$ cat config.mk
export PLATFORM = sky130hd
export DESIGN_NAME = multi_cs_seq
export DESIGN_NICKNAME = d
export VERILOG_FILES = /design/src/rtl/multi_cs_pkg.sv /design/src/rtl/multi_cs_seq_cs_adder_row.sv /design/src/rtl/multi_cs_seq.sv
export SDC_FILE = /design/constraint.sdc
export NUM_CORES = 1
export LEC_CHECK = 0
export BUFFER_PORTS_ARGS = -buffer_cell sky130_fd_sc_hd__buf_2
export CORE_ASPECT_RATIO = 0.7
export CORE_MARGIN = 2
export CORE_UTILIZATION = 40
export CTS_BUF_LIST = sky130_fd_sc_hd__clkbuf_8 sky130_fd_sc_hd__clkbuf_16
export DETAILED_ROUTE_END_ITERATION = 10
export GPL_TIMING_DRIVEN = 0
export PLACE_DENSITY = 0.63
export SKIP_LAST_GASP = 1
export SLEW_MARGIN = 20
export SYNTH_ARGS = -nofsm -noshare
export SYNTH_HDL_FRONTEND = slang
export SYNTH_HIERARCHICAL = 1
export SYNTH_SLANG_ARGS = --single-unit
$ cat constraint.sdc
create_clock -name clk -period 4.4 [get_ports clk]
set_clock_uncertainty 0.05 [all_clocks]
set_input_delay 0.66 -clock clk [delete_from_list [all_inputs] [get_ports clk]]
set_output_delay 0.66 -clock clk [all_outputs]
set_load 0.005 [all_outputs]
$ cat src/rtl/multi_cs_pkg.sv
// Shared types and helpers for the multi_cs_seq carry-save sequential multiplier.
package multi_cs_pkg;

    typedef enum logic [1:0] {
        IDLE    = 2'd0,
        ACCUM   = 2'd1,
        RESOLVE = 2'd2,
        DONE    = 2'd3
    } state_t;

    // Counter width for a bit index running 0..w-1; never narrower than one bit.
    function automatic int unsigned cnt_width(input int unsigned w);
        return (w <= 2) ? 1 : $clog2(w);
    endfunction

endpackage

$ cat src/rtl/multi_cs_seq_cs_adder_row.sv
// Combinational row of full adders folding one partial product into a sum/carry pair.
module cs_adder_row #(
    parameter int unsigned W = 8
) (
    input  logic [W-1:0] i_sum,
    input  logic [W-1:0] i_carry,
    input  logic [W-1:0] i_pp,
    output logic [W-1:0] o_sum,
    output logic [W-1:0] o_carry
);

    logic [W-1:0] w_maj;

    assign w_maj   = (i_sum & i_carry) | (i_sum & i_pp) | (i_carry & i_pp);
    assign o_sum   = i_sum ^ i_carry ^ i_pp;
    // Carries land one bit up; the top carry falls outside the product width.
    assign o_carry = {w_maj[W-2:0], 1'b0};

endmodule

$ cat src/rtl/multi_cs_seq.sv
// Sequential carry-save multiplier: one partial product per cycle, one final carry-propagate add.
// Define MULTI_CS_SIGNED_EN to add a signed_mode port selecting Baugh-Wooley signed operation.
module multi_cs_seq
    import multi_cs_pkg::*;
#(
    parameter int unsigned WIDTH = 4
) (
    input  logic                 clk,
    input  logic                 rst_n,
    input  logic                 in_valid,
    output logic                 in_ready,
    input  logic [WIDTH-1:0]     a,
    input  logic [WIDTH-1:0]     b,
    output logic                 out_valid,
    input  logic                 out_ready,
    output logic [2*WIDTH-1:0]   p
`ifdef MULTI_CS_SIGNED_EN
    ,
    input  logic                 signed_mode
`endif
);

    localparam int unsigned PW = 2 * WIDTH;
    localparam int unsigned CW = cnt_width(WIDTH);

    state_t          r_state;
    logic [WIDTH-1:0] r_a;
    logic [WIDTH-1:0] r_b;
    logic [PW-1:0]   r_sum;
    logic [PW-1:0]   r_carry;
    logic [CW-1:0]   r_cnt;
    logic [PW-1:0]   r_p;
    logic            r_in_ready;
    logic            r_out_valid;
`ifdef MULTI_CS_SIGNED_EN
    logic            r_signed;
`endif

    logic [WIDTH-1:0] w_row;
    logic [PW-1:0]    w_pp;
    logic [PW-1:0]    w_corr;
    logic [PW-1:0]    w_sum;
    logic [PW-1:0]    w_carry;

    // Partial product for bit r_cnt of b; signed mode inverts the Baugh-Wooley cross terms.
    always_comb begin
        w_row  = r_a & {WIDTH{r_b[r_cnt]}};
        w_corr = '0;
`ifdef MULTI_CS_SIGNED_EN
        if (r_signed) begin
            if (r_cnt == CW'(WIDTH - 1)) begin
                w_row = w_row ^ {1'b0, {(WIDTH-1){1'b1}}};
            end else begin
                w_row = w_row ^ {1'b1, {(WIDTH-1){1'b0}}};
            end
            w_corr = (PW'(1) << WIDTH) | (PW'(1) << (PW - 1));
        end
`endif
        w_pp = PW'(w_row) << r_cnt;
    end

    cs_adder_row #(
        .W       (PW)
    ) u_row (
        .i_sum   (r_sum),
        .i_carry (r_carry),
        .i_pp    (w_pp),
        .o_sum   (w_sum),
        .o_carry (w_carry)
    );

    always_ff @(posedge clk or negedge rst_n) begin
        if (!rst_n) begin
            r_state     <= IDLE;
            r_a         <= '0;
            r_b         <= '0;
            r_sum       <= '0;
            r_carry     <= '0;
            r_cnt       <= '0;
            r_p         <= '0;
            r_in_ready  <= 1'b1;
            r_out_valid <= 1'b0;
`ifdef MULTI_CS_SIGNED_EN
            r_signed    <= 1'b0;
`endif
        end else begin
            case (r_state)
                IDLE: begin
                    if (in_valid) begin
                        r_a        <= a;
                        r_b        <= b;
                        r_sum      <= '0;
                        r_carry    <= '0;
                        r_cnt      <= '0;
                        r_in_ready <= 1'b0;
                        r_state    <= ACCUM;
`ifdef MULTI_CS_SIGNED_EN
                        r_signed   <= signed_mode;
`endif
                    end
                end
                ACCUM: begin
                    r_sum   <= w_sum;
                    r_carry <= w_carry;
                    if (r_cnt == CW'(WIDTH - 1)) begin
                        r_state <= RESOLVE;
                    end else begin
                        r_cnt <= r_cnt + CW'(1);
                    end
                end
                RESOLVE: begin
                    r_p         <= r_sum + r_carry + w_corr;
                    r_out_valid <= 1'b1;
                    r_state     <= DONE;
                end
                DONE: begin
                    if (out_ready) begin
                        r_out_valid <= 1'b0;
                        r_in_ready  <= 1'b1;
                        r_state     <= IDLE;
                    end
                end
                default: begin
                    r_state <= IDLE;
                end
            endcase
        end
    end

    assign in_ready  = r_in_ready;
    assign out_valid = r_out_valid;
    assign p         = r_p;

endmodule

==> Word level (Yosys, flattened, before mapping) <==
Cells that the tools add are included.
{ "totals": {"register_bits": 38, "latch_bits": 0, "ramBits": 0, "rom_bits": 0, "inputBits": 12, "out_inout_bits": 10, "word_cells": 56, "mem_count": 0} }
{ "op_classes": {"n_addsub": 2, "mul": 0, "n_div": 0, "n_lt_le_gt_ge": 1, "eq_ne": 8, "shift": 1, "mux": 17, "bitwise_logic": 8, "n_reduce_logical": 10} }
{ "ops": {"columns": ["op", "n"], "rows": [
  ["$pmux W8 S2", 2],
  ["$and A7 B7 Y7", 3],
  ["$xor A8 B8 Y8", 2],
  ["$or A7 B7 Y7", 2],
  ["$mux W2", 5],
  ["$reduce_and A3 Y1", 3],
  ["$add A8 B8 Y8", 1],
  ["$mux W8", 1],
  ["$ne A2 B2 Y1 const B", 4],
  ["$pmux W2 S4", 1],
  ["$shl A4 B2 Y8", 1],
  ["$eq A2 B2 Y1 const B", 3],
  ["$reduce_and A2 Y1", 3],
  ["$reduce_bool A2 Y1", 3],
  ["$and A4 B4 Y4", 1],
  ["$mux W1", 4],
  ["$pmux W1 S2", 2],
  ["$pmux W2 S2", 1],
  ["$lt A2 B3 Y1 const B", 1],
  ["$add A2 B1 Y2 const B", 1],
  ["$bmux W1 S2", 1],
  ["$eq A2 B1 Y1 const B", 1],
  ["$logic_not A2 Y1", 1]
]} }

==> Longest topological paths before layout <==
Gate-level depths: netlist (run 1).
{ "depth": {"depth_word": 8, "ltp_mapped": 7, "depth_no_buf": 7} }

==> Hierarchy <==
Netlist (run 1), hierarchy kept.
{ "modules_own_cells": {"columns": ["mod", "n_inst", "cells_each", "area_per_inst_um2", "seq_area_each_um2"], "rows": [
  ["multi_cs_seq", 1, 224, 2302.2, 952.2],
  ["cs_adder_row", 1, 10, 175.2, 0.0]
]} }

==> Worst setup path after synthesis (run 1) <==
OpenSTA, ideal clock, no wires.
{ "synth_timing": {"path_type": "register -> register", "startpoint": "reg r_cnt[0]", "endpoint": "reg r_sum[5]", "setup_time_ps": 133, "arrival_ps": 1816, "t_required_ps": 4217, "path_slack_ps": 2401, "path_stages_with_launch": 6, "path_buffers": 0, "period_less_slack_ps": 1999, "path_cell_list": "dfrtp_1 -> mux4_2 -> and3_1 -> fa_1 -> a22oi_1 -> o21ai_0"} }
{ "synth_via": {"elab_chain_cells": 6} }
{ "synth_lines": {"columns": ["element", "line", "source"], "rows": [
  ["start, declared", "multi_cs_seq.sv:31", "logic [CW-1:0] r_cnt;"],
  ["start signal, assigned", "multi_cs_seq.sv:108", "r_cnt <= r_cnt + CW'(1);"],
  ["$bmux W1 S2", "multi_cs_seq.sv:47", "w_row = r_a & {WIDTH{r_b[r_cnt]}};"],
  ["$mux W1 (not written as such)", "multi_cs_seq.sv:47", null],
  ["$and A4 B4 Y4", "multi_cs_seq.sv:47", null],
  ["$shl A4 B2 Y8 *", "multi_cs_seq.sv:59", "w_pp = PW'(w_row) << r_cnt;"],
  ["named net w_pp[5]", "multi_cs_seq.sv:40", "logic [PW-1:0] w_pp;"],
  ["$xor A8 B8 Y8 *", "multi_cs_seq_cs_adder_row.sv:15", "assign o_sum = i_sum ^ i_carry ^ i_pp;"],
  ["named net w_sum[5]", "multi_cs_seq.sv:42", "logic [PW-1:0] w_sum;"],
  ["$pmux W8 S2 *", "multi_cs_seq.sv:87", "case (r_state)"],
  ["end signal, assigned", "multi_cs_seq.sv:103", "r_sum <= w_sum;"],
  ["end, declared", "multi_cs_seq.sv:29", "logic [PW-1:0] r_sum;"]
]} }
Mark *: on every way through the listed nets, which the timed path passes. The rest lies on a longest branch. The select of a mux whose other input is x is not followed.
A chain may end at the register's enable or synchronous reset.

==> Worst setup path after layout (run 1) <==
Ends and elaborated chain as after synthesis.

==> impl_metrics.py, run 1 <==
metrics = {
    "worst_setup_path": {
        "r2r_slack_ps": 2170,
        "worstPathCellList": "mux4_2 > and3_1 > fa_1 > a22oi_1 > o21ai_0",
        "criticalPathCategory": "reg -> reg",
        "cpMaxStageDelayCell": "mux4_2",
        "crit_end": "r_sum[5]",
        "critPathRequiredTime_ps": 4500,
        "max_stage_delay_ps": 590,
        "cp-startpoint": "r_cnt[0]",
        "cpLargestDelayFamily": "multiplexers",
        "start_kind": "flip-flop",
        "cp_max_fo": 6,
        "arrival_ps": 2330,
        "worstSetupPathDepth": 5,
        "r2r_end": "r_sum[5]",
        "ff2ff_path_depth": 5,
        "critPathBufInv": 0,
        "endpoint_kind": "flip-flop",
        "r2r-start": "r_cnt[0]",
    },
    "synth": {
        "synthArstFlopShare_pct": 100,
        "syn_inst": 234,
        "yosysTopAreaCell": "dfrtp_1",
        "synth_edf_count": 0,
        "yosysSeqAreaShare_pct": 38.4,
        "ys_types": 48,
        "yosysWarningCount": 6,
        "synthTopCellsByCount": "dfrtp_1, o21ai_0, mux2i_1, a22oi_1, inv_1",
        "yosysMostFrequentCell": "dfrtp_1",
        "yosys.area.top_type_share_pct": 37.4,
        "syn_area_um2": 2480,
        "synth_area_leaders": "dfrtp_1, mux2i_1, ha_1, fa_1, mux2_2",
        "synthesis.nets": 267,
        "synth.avg_cell_area_um2": 10.6,
        "ys_seq_elements": 38,
        "synthFlopType": "dfrtp_1",
    },
    "route": {
        "via_per_inst": 5.40,
        "postRouteAntennaNets": 0,
        "drtPass1Iterations": 4,
        "totalWireLength_mm": 5.07,
        "drt_iter0_drc": 91,
        "route.detailed.drc": 0,
        "wire_per_inst_um": 15.0,
        "vias": 1820,
    },
    "global_route": {
        "gr-total-overflow": 0,
        "grt_pass1_wl_mm": 8.83,
        "grt.met1_usage_pct": 25.0,
        "gr-usage-met2_pct": 22.2,
        "grt_busiest_layer": "met1",
        "grtUsageTotal_pct": 15.8,
        "antenna_found_initial": 0,
        "grt_pass1_vias": 1780,
        "grt_max_degree": 39,
        "grt_util_met3_pct": 3.73,
    },
    "final_layout": {
        "layout-drive-gt1-share_pct": 21.0,
        "multi_input_area_um2": 1390,
        "fin_area_um2": 2760,
        "fillerInstances": 548,
        "ff_latch_area_um2": 952,
        "synthToLayoutAreaGrowth_pct": 11.5,
        "nets": 294,
        "final_core_util_pct": 47.3,
        "diodes": 0,
    },
    "clock_tree": {
        "clock-sinks": 38,
        "cts_tree": "built",
        "post_cts_buffers": 0,
        "clk_latency_ps": 290,
        "clk_pin_slew_ps": 80,
        "hold_buffers": 0,
        "root_buffer": "clkbuf_8",
        "htree_num_levels": 2,
        "cts_buffer_depth": 2,
        "cts_made_buffers": 5,
        "cts_resized": 0,
    },
    "sta": {
        "drv_slew": 0,
        "tightest_slew_ps": 876,
        "min_period_ps": 2230,
        "tns_ps": 0,
        "rsz0062_at_grt": "false",
        "maxSlewHeadroom_pct": 41.6,
        "hold_viol_final": 0,
        "setup_viol": 0,
        "fmax_mhz": 449,
        "fin_crit_sh_pct": 50.6,
    },
    "power": {
        "p_leak_nw": 1.24,
        "finalPower_mw": 1.96,
        "peakVddDrop_v": 0.000383,
        "powerDensity_nw_per_um2": 708,
    },
    "status": {
        "outcome": "finished clean",
    },
    "floorplanning": {
        "die-area_um2": 6850,
        "coreArea_um2": 5840,
        "start_util_pct": 42.4,
        "io_pins": 22,
        "die_h_um": 69.8,
        "placementRows": 23,
        "die_w_um": 98.1,
    },
    "hold_path": {
        "hp-class": "in -> async",
    },
    "placed_design": {
        "globalplace.congestion": 0.749,
        "place_hpwl_mm": 3.76,
        "port_buffers": 20,
        "dpl_cell_area_um2": 2670,
    },
    "job": {
        "maxCapViolations": 0,
    },
}
## how the worst min path moves through the flow
stage	startpoint	to	slack (ps)	cells after the start
final	rst_n	r_a[1]	430	1
after global routing	r_b[1]	r_b[1]	490	1
after global placement	p[0]	p[0]	430	1
after CTS	r_b[2]	r_b[2]	460	1
after floorplan	rst_n	out_valid	310	0
after detailed placement	r_b[2]	r_b[2]	440	1
## metal layers
layer  vias up  share of wire (%)
li1        901                  -
met1       886                 55
met2        31                 41
met3         2                3.8
met4         0               0.24
met5         -                  0
## area by class of cell
| type | instances | share of cell area, % |
|---|---|---|
| clock buffer | 6 | 2.99 |
| inverter | 15 | 2.04 |
| buffer | 13 | 3.03 |
| clock inverter | 2 | 0.317 |
| timing repair buffer | 20 | 3.62 |
| multi-input combinational | 168 | 50.1 |
| tap | 75 | 3.40 |
| sequential | 38 | 34.5 |
## through the flow
step	hold slack [ps]	setup WS (ps)	std cells
after floorplan	314	2400	234
after global placement	435	2230	329
after detailed placement	438	2220	329
after CTS	455	2200	337
after global routing	485	2100	337
final	435	2170	337
## worst register-to-register path, cell delays in order, from the launching register on
cell and delay [ps]:
dfrtp_1 480, mux4_2 590, and3_1 230, fa_1 470, a22oi_1 170, o21ai_0 100
## placed cells by master (no fill, tap or decap), drive strengths merged, types with 4 or more instances in the layout
cell type / n
a22oi: 17
a21oi: 6
nor2b: 4
o21ai: 25
clkbuf: 9
mux2: 12
mux2i: 18
inv: 16
ha: 13
nand2: 13
buf: 30
dfrtp: 37
fa: 8
## sequential cells by signal (all words and copies together) (netlist names)
| signal | count |
|---|---|
| r_state | 2 |
| r_cnt | 2 |
| r_sum | 8 |
| r_a | 4 |
| r_b | 4 |
| out_valid | 1 |
| p | 8 |
| in_ready | 1 |
| r_carry | 8 |
## cell families after synthesis
| logic type | synth area share (%) |
|---|---|
| fa+ha+maj | 13.0 |
| simple gates | 9.55 |
| other cells | 0.303 |
| flops | 38.4 |
| xor+xnor | 1.67 |
| mux | 13.6 |
| buf+inv | 5.66 |
| compound gates | 17.7 |
## report_power, final
part	leakage, nW	switching (mW)	internal (mW)
Combinational	0.714	0.557	0.495
Sequential	0.478	0.147	0.508
Clock	0.0524	0.125	0.124
Note: power is estimated with default switching activity, not from simulation.
==> run 2, diff against run 1 <==
Settings changed: PLACE_DENSITY 0.63 to 0.65.
Clock period 4.4 ns to 1.9 ns, I/O delays scaled along.
==> run 2 against run 1 <==
Compared with the run above: the run now ends with setup timing left; worst hold slack got worse by 390 ps; critical path depth increased by 1; global-route usage increased by 0.48 points; via count increased by 4.3%; sequential power increased by 130%; die area unchanged; maximum frequency increased by 11%.
==> impl_metrics.py, run 2 (synthesis gave the netlist of run 1 again) <==
metrics = {
    "clock_tree": {
        "clk_latency_ps": 290,
        "clock-sinks": 38,
        "clk_pin_slew_ps": 80,
        "cts_tree": "built",
        "hold_buffers": 0,
        "cts_buffer_depth": 2,
        "root_buffer": "clkbuf_8",
        "cts_made_buffers": 5,
        "htree_num_levels": 2,
    },
    "route": {
        "drtPass1Iterations": 4,
        "via_per_inst": 5.53,
        "wire_per_inst_um": 15.5,
        "drt_iter0_drc": 93,
        "vias": 1898,
        "route.detailed.drc": 0,
        "postRouteAntennaNets": 0,
        "totalWireLength_mm": 5.33,
    },
    "worst_setup_path": {
        "cp_max_fo": 5,
        "arrival_ps": 2170,
        "critPathRequiredTime_ps": 2070,
        "r2r_slack_ps": -100,
        "endpoint_kind": "flip-flop",
        "start_kind": "flip-flop",
        "criticalPathCategory": "reg -> reg",
    },
    "power": {
        "powerDensity_nw_per_um2": 1680,
        "peakVddDrop_v": 0.000786,
        "p_leak_nw": 1.27,
    },
    "placed_design": {
        "place_hpwl_mm": 3.77,
        "port_buffers": 20,
        "dpl_cell_area_um2": 2680,
        "globalplace.congestion": 0.766,
    },
    "floorplanning": {
        "coreArea_um2": 5840,
        "io_pins": 22,
        "die_h_um": 69.8,
        "die-area_um2": 6850,
        "placementRows": 23,
        "die_w_um": 98.1,
        "start_util_pct": 42.4,
    },
    "global_route": {
        "grt_pass1_wl_mm": 8.93,
        "grtUsageTotal_pct": 16.3,
        "antenna_found_initial": 0,
        "grt_max_degree": 39,
        "gr-total-overflow": 0,
        "grt_pass1_vias": 1807,
    },
    "sta": {
        "fmax_mhz": 500,
        "setup_viol": 5,
        "maxSlewHeadroom_pct": 41.9,
        "rsz0062_at_grt": "true",
        "hold_viol_final": 0,
        "tightest_slew_ps": 871,
        "whs_ps": 45.7,
        "fin_crit_sh_pct": 105,
        "setup_ws_ps": -99.0,
        "drv_slew": 0,
        "min_period_ps": 2000,
    },
    "final_layout": {
        "fin_area_um2": 2910,
        "layout_commonest_cell": "dfrtp_1",
        "layout-drive-gt1-share_pct": 31.0,
        "synthToLayoutAreaGrowth_pct": 17.6,
        "fillerInstances": 539,
        "nets": 300,
        "mostFrequentLayoutCells": "dfrtp_1, buf_2, mux2i_1",
        "diodes": 0,
    },
    "job": {
        "maxCapViolations": 0,
    },
    "status": {
        "violations": "setup timing",
        "outcome": "complete, but fails checks",
    },
    "hold_path": {
        "hp-class": "in -> async",
    },
}
run 2: cell types whose count changed in the layout (fill, tap and decap cells not counted), sizes merged:
cell	previous run	this run
buf	30	36
run 2: worst paths after layout:
check	from	endpoint	cells after the start
worst max-delay path	r_cnt[1]	r_sum[3]	6
worst min-delay path	rst_n	p[6]	1
worst max register to register	r_cnt[1]	r_sum[3]	6
worst min register to register	p[6]	p[6]	2
max in group asynchronous	rst_n	r_cnt[0]	1
min in group clk	out_ready	out_valid	2
run 2: repair_timing:
action	CTS	global route
cloned	0	0
gates resized for setup	15	22
setup buffers	4	2
pin swaps	4	6
endpoints found under the setup margin	11	18
run 2: critical path: stages (launching register included):
cell     delay (ps)
dfrtp_2         450
buf_4           140
mux4_2          340
o211a_1         180
fa_2            570
mux2i_1          80
o21ai_1         120
run 2: area by class of cell:
type	count	area (um2)	share of cell area (%)
Clock buffer	6	82.6	2.83
Buffer	13	98.8	3.39
Clock inverter	2	8.76	0.301
Tap cell	75	93.8	3.22
Inverter	15	56.3	1.93
Timing Repair Buffer	26	145	4.98
Multi-Input combinational cell	168	1470	50.5
Sequential cell	38	956	32.8
run 2: metal layers:
layer	share of wire, %	routed length (um)	global-route usage (%)	up-vias
li1	-	-	-	916
met1	51	2740	24.4	950
met3	3.7	198	3.73	4
met5	0	0	0	-
met2	44	2330	23.3	28
met4	1.0	55	5.09	0
run 2: power breakdown:
group | switching [mW] | internal [mW]
Combinational | 1.42 | 1.36
Clock | 0.292 | 0.288
Sequential | 0.341 | 1.18
run 2: metrics by stage:
| step | instances | util [%] | TNS [ps] | power (mW) | worst slack, ps |
|---|---|---|---|---|---|
| global route | 343 | 49.9 | -995 | 5.34 | -179 |
| floorplan | 234 | - | -353 | 3.36 | -76.2 |
| global placement | 329 | 45.9 | -1760 | 3.90 | -243 |
| detailed placement | 329 | 45.9 | -1950 | 3.96 | -257 |
| finish | 343 | 49.9 | -283 | 4.89 | -99.0 |
| CTS | 341 | 48.5 | -316 | 4.71 | -65.0 |
